**src/rtl/fetch_ctrl.sv**
```systemverilog
// Instruction fetch sequencer: owns the PC, drives the instruction SRAM req/ack port, holds fetched words for decode.
// Optional fetch watchdog enabled by defining FETCH_TIMEOUT_EN.
module fetch_ctrl #(
    parameter logic [31:0] RESET_PC    = 32'h0000_0000,
    parameter int unsigned PC_STEP     = 4,
    parameter int unsigned TIMEOUT_CYC = 16
) (
    input  logic        clk,
    input  logic        rst_n,
    input  logic        stall,
    input  logic        redirect_valid,
    input  logic [31:0] redirect_pc,
    output logic        mem_req,
    output logic [31:0] mem_addr,
    input  logic        mem_ack,
    input  logic [31:0] mem_rdata,
    output logic        inst_valid,
    output logic [31:0] inst,
    output logic [31:0] inst_pc,
    output logic        fetch_err
);

    localparam int unsigned PC_W   = 32;
    localparam int unsigned TCNT_W = $clog2(TIMEOUT_CYC + 1);

    typedef enum logic [1:0] {
        IDLE    = 2'd0,
        FETCH   = 2'd1,
        DELIVER = 2'd2,
        ERROR   = 2'd3
    } state_e;

    // Elaboration-time sanity check on configuration.
    if (RESET_PC[1:0] != 2'b00 || TIMEOUT_CYC == 0) begin : g_bad_cfg
        $error("fetch_ctrl: RESET_PC must be word aligned and TIMEOUT_CYC nonzero");
    end

    state_e            state_q, state_d;
    logic [PC_W-1:0]   pc_q, pc_d;
    logic [31:0]       inst_q, inst_d;
    logic [PC_W-1:0]   inst_pc_q, inst_pc_d;
    logic              inst_valid_q, inst_valid_d;
    logic              fetch_err_q, fetch_err_d;
    logic              bubble_q, bubble_d;
`ifdef FETCH_TIMEOUT_EN
    logic [TCNT_W-1:0] tcnt_q, tcnt_d;
`endif

    // Request is suppressed for the one-cycle bubble that follows an accepted redirect.
    assign mem_req    = (state_q == FETCH) && !bubble_q;
    assign mem_addr   = mem_req ? pc_q : '0;
    assign inst_valid = inst_valid_q;
    assign inst       = inst_q;
    assign inst_pc    = inst_pc_q;
    assign fetch_err  = fetch_err_q;

    always_comb begin
        state_d      = state_q;
        pc_d         = pc_q;
        inst_d       = inst_q;
        inst_pc_d    = inst_pc_q;
        inst_valid_d = inst_valid_q;
        fetch_err_d  = fetch_err_q;
        bubble_d     = 1'b0;
`ifdef FETCH_TIMEOUT_EN
        tcnt_d       = tcnt_q;
`endif

        case (state_q)
            IDLE: state_d = FETCH;
            FETCH: begin
                if (mem_req && mem_ack) begin
                    inst_d       = mem_rdata;
                    inst_pc_d    = pc_q;
                    inst_valid_d = 1'b1;
                    pc_d         = pc_q + PC_W'(PC_STEP);
                    state_d      = DELIVER;
`ifdef FETCH_TIMEOUT_EN
                end else if (mem_req) begin
                    if (tcnt_q == TCNT_W'(TIMEOUT_CYC - 1)) begin
                        fetch_err_d = 1'b1;
                        state_d     = ERROR;
                    end else begin
                        tcnt_d = tcnt_q + TCNT_W'(1);
                    end
`endif
                end
            end
            DELIVER: begin
                if (!stall) begin
                    inst_valid_d = 1'b0;
                    state_d      = FETCH;
                end
            end
            default: begin
                inst_valid_d = 1'b0;
                fetch_err_d  = 1'b1;
            end
        endcase

        // Redirect overrides ack and stall everywhere except the terminal error state.
        if (redirect_valid && state_q != ERROR) begin
            inst_valid_d = 1'b0;
            if (redirect_pc[1:0] == 2'b00) begin
                pc_d     = redirect_pc;
                state_d  = FETCH;
                bubble_d = 1'b1;
            end else begin
                fetch_err_d = 1'b1;
                state_d     = ERROR;
            end
        end

`ifdef FETCH_TIMEOUT_EN
        if ((state_d == FETCH && state_q != FETCH) || (redirect_valid && state_q != ERROR)) begin
            tcnt_d = '0;
        end
`endif
    end

    always_ff @(posedge clk or negedge rst_n) begin
        if (!rst_n) begin
            state_q      <= IDLE;
            pc_q         <= RESET_PC;
            inst_q       <= '0;
            inst_pc_q    <= '0;
            inst_valid_q <= 1'b0;
            fetch_err_q  <= 1'b0;
            bubble_q     <= 1'b0;
`ifdef FETCH_TIMEOUT_EN
            tcnt_q       <= '0;
`endif
        end else begin
            state_q      <= state_d;
            pc_q         <= pc_d;
            inst_q       <= inst_d;
            inst_pc_q    <= inst_pc_d;
            inst_valid_q <= inst_valid_d;
            fetch_err_q  <= fetch_err_d;
            bubble_q     <= bubble_d;
`ifdef FETCH_TIMEOUT_EN
            tcnt_q       <= tcnt_d;
`endif
        end
    end

endmodule

```
**config.mk**
```make
export PLATFORM = sky130hd
export DESIGN_NAME = fetch_ctrl
export DESIGN_NICKNAME = d
export VERILOG_FILES = /design/src/rtl/fetch_ctrl.sv
export SDC_FILE = /design/constraint.sdc
export NUM_CORES = 1
export LEC_CHECK = 0
export BUFFER_PORTS_ARGS = -buffer_cell sky130_fd_sc_hd__buf_2
export CORE_AREA = 2 2 114 89
export DETAILED_ROUTE_END_ITERATION = 16
export DIE_AREA = 0 0 116 91
export HOLD_SLACK_MARGIN = 0.1
export PLACE_DENSITY = 0.86
export SYNTH_ARGS = -nofsm -noshare
export SYNTH_HDL_FRONTEND = slang
export SYNTH_SLANG_ARGS = --single-unit
export TNS_END_PERCENT = 5
```
**constraint.sdc**
```tcl
create_clock -name clk -period 2.5 [get_ports clk]
set_input_delay 0.75 -clock clk [delete_from_list [all_inputs] [get_ports clk]]
set_output_delay 0.75 -clock clk [all_outputs]
set_load 0.05 [all_outputs]
```
==> summary.txt <==
Synthesis
  • Syn Std Cell Area: 0.00461 mm2
  • Syn_area_per_cell: between 8 and 9 um2
  • XOR/XNOR share of the synthesized area: 0.0551
  • Async SR Flop Fraction: 1.00
  • Sequential share of the synthesized area: 0.548
  • Adder-Cell Fraction of Synth Area: 0.00272
  • Simple-Gate Fraction of Synth Area: 0.314
  • FF+latch count, synth: between 100 and 150
  • Compound-Gate Fraction of Synth Area: 0.0478
  • EDFF count, synth: 0
  • Yosys warning total: 0
  • Mux share of post-synthesis cell area: 0.00244
  • Most used DFF post-synth: dfrtp_1
  • Syn nets: a little under 600
  • Largest family of logic cells by synthesized area: simple AND/OR/NAND/NOR gates
  • Netlist cell types: 37
  • Post-Synthesis Cells: 515

Power
  • VDD IR max: ~0.33 mV
  • Power Total: ~3.1 mW
  • Pleak: approximately 3.3 nW
  • P per Cell Area: 520 mW/mm2

Run
  • # Max-Cap Violations: 0

STA
  • Fin crit period: 2.45 ns
  • Hold Vio Cnt, Final: 0
  • Final Setup Violations: 0
  • Slew margin rel.: 0.501
  • Slew Viols, Final: 0
  • Max Freq: 407 MHz
  • Layout Skew: 0.0125 ns
  • Final Cycle Share: 0.982
  • Slew of the pin with the lowest slew margin: 0.749 ns

Drt
  • DRC Markers: 0
  • Vias after detailed routing: 4,070
  • Initial drt markers: roughly 260
  • DR vias/cell: 4.98
  • Initial DRT Pass Iterations: 4
  • WL per Instance: 14.8 um
  • DRT antenna net count: 0
  • Total wire length: about 12 mm

Worst setup path
  • Crit path DAT: 1.70 ns
  • WP buf/inv: 3
  • Kind of critical path: register to output pin
  • R2R Setup Slk: just over 0.6 ns
  • Crit-path max FO: 9
  • R2R Path End: pc_q[31]
  • Worst setup EP type: output pin
  • CP peak stage delay: around 0.46 ns
  • CP top delay family: buffers and inverters
  • Startpoint types: register
  • Cells along the critical path: nor3b_4 -> buf_4 -> buf_6 -> and2_1 -> clkbuf_4
  • R2R cell count: 5
  • Crit Reg-Reg Startpoint: pc_q[10]
  • Worst Path Required: 1.75 ns
  • Critical Path Slowest Stage Cell: dfrtp_2

CTS
  • Clock Latency Late Sink: 0.34 ns
  • CTS tree: yes
  • # hold bufs at CTS: 0
  • Root Buffer: clkbuf_16
  • CTS Buf Count: 9
  • H-Tree Depth: 3
  • CTS clk-pin slew, worst paths: 0.07 ns
  • CTS Sinks: 101
  • Clock Path Buffers: 2

Die
  • Ports: roughly 170
  • Chip Height: 91 um
  • Initial Utilization: 0.491
  • Die Area: 0.0106 mm2
  • Area of the core: 0.00939 mm2
  • FP Rows: 31
  • Die W: 116 um

Finish
  • Final Cell Area: 0.00606 mm2
  • Layout cells sized above 1: 0.309
  • Multi-input logic area: between 0.0015 and 0.002 mm2
  • Fill count: around 800
  • ANT cells: 0
  • Register area: 0.00253 mm2
  • Nets: 751
  • Layout area overhead: 31.5%

Hold path
  • Hold WC Path Type: input pin to asynchronous set/reset pin

Placement
  • Post-DP HPWL: 8.19 mm
  • DP Area: 0.00562 mm2
  • Routability Congestion: 0.839
  • Port Buffers: 167

Global route
  • First-pass GRT wire length: 19.1 mm
  • Overall Global Routing Usage: 0.226
  • Vias in the first global route: between 3,000 and 4,000
  • Initial antenna violation count: 0
  • Total grt overflow: 0
  • Largest net degree at the start of global routing: around 70

Outcome
  • Status: completed
## cells in the final DEF (no fill, tap or decap), types with 10 or more instances in the layout
cell and instances:
nand2_1 218, buf_2 134, dfrtp_1 99, and2_1 39, clkbuf_4 27, o21ai_1 20
xnor2_1 19, buf_4 13, nand4_1 11, o21ai_0 11, xor2_1 10
## per-stage QoR
step                TNS, ns  utilization  std cells  hold WS, ns  worst slack (ns)
floorplan                 0            -        515        0.444            0.0915
global placement          0        0.598        798        0.452             0.368
detailed placement        0        0.598        798        0.457             0.351
CTS                       0        0.632        814        0.370            0.0446
global route        -0.0102        0.645        818        0.390           -0.0102
finish                    0        0.645        818        0.362            0.0460
## worst reg2reg max path, cell delays in order, from the launching register on
cell	delay, ns
dfrtp_1	0.45
nand4_2	0.20
or2_0	0.49
nor4_2	0.38
xnor2_1	0.16
o21ai_1	0.08
## metal layers
metal  up-vias  share of wire  GRT usage
met5         -              0          0
met3        19          0.069     0.0427
met2       166           0.47      0.362
met1      1903           0.45      0.315
met4         0          0.015     0.0675
li1       1982              -          -
## how the worst max path moves through the flow
stage | from | endpoint | slack (ns) | cells past startpoint
final | state_q[1] | mem_addr[5] | 0.05 | 5
after global routing | state_q[1] | mem_addr[5] | -0.01 | 5
after CTS | state_q[0] | mem_addr[2] | 0.04 | 4
after detailed placement | state_q[0] | mem_addr[2] | 0.35 | 4
after global placement | mem_ack | pc_q[25] | 0.37 | 6
after floorplan | state_q[1] | mem_addr[22] | 0.09 | 3
## state kept, by name, summed over array words and instances (netlist names)
name,flops
state_q,2
fetch_err,1
bubble_q,1
inst,32
pc_q,32
inst_pc,32
inst_valid,1
## kinds of logic after synthesis
group | count (synthesis)
AND/OR/NAND/NOR | 311
flip-flops | 101
AO/OA/AOI/OAI | 40
buffers and inverters | 32
XOR/XNOR | 29
multiplexers | 1
adder cells (fa/ha/maj) | 1
## what timing repair did
| action | 4_1_cts | 5_1_grt |
|---|---|---|
| endpoints found under the setup margin | 8 | 32 |
| cloned | 0 | 3 |
| resized for setup | 1 | 49 |
| pin swaps | 0 | 1 |
| buffers inserted | 0 | 1 |
## power breakdown
| part | total [mW] | internal, mW | switching [mW] |
|---|---|---|---|
| Sequential | 1.63 | 1.63 | 0 |
| Combinational | 0.0956 | 0.0437 | 0.0518 |
| Clock | 1.42 | 0.813 | 0.608 |
## cell usage after synthesis, drive strengths merged (2+ instances only)
| master | n | share of area |
|---|---|---|
| a21oi | 2 | 0.0022 |
| nand3 | 9 | 0.0098 |
| nand2 | 218 | 0.18 |
| inv | 6 | 0.0049 |
| nor3 | 5 | 0.0054 |
| nor4 | 5 | 0.017 |
| and2 | 39 | 0.053 |
| buf | 11 | 0.012 |
| nand4 | 13 | 0.020 |
| o21ai | 34 | 0.039 |
| clkbuf | 14 | 0.011 |
| dfrtp | 101 | 0.55 |
| and4 | 5 | 0.0095 |
| xor2 | 10 | 0.019 |
| xnor2 | 19 | 0.036 |
| nor2 | 9 | 0.0073 |
| nand2b | 2 | 0.0027 |
## cell type report
class / instances / share of cell area
Tap cell: 132 / 0.0273
Multi-Input combinational cell: 382 / 0.326
Sequential cell: 101 / 0.418
Clock inverter: 6 / 0.0114
Clock buffer: 10 / 0.0394
Timing Repair Buffer: 180 / 0.174
Inverter: 7 / 0.00434
No activity file was read; power rests on OpenSTA's default activity.
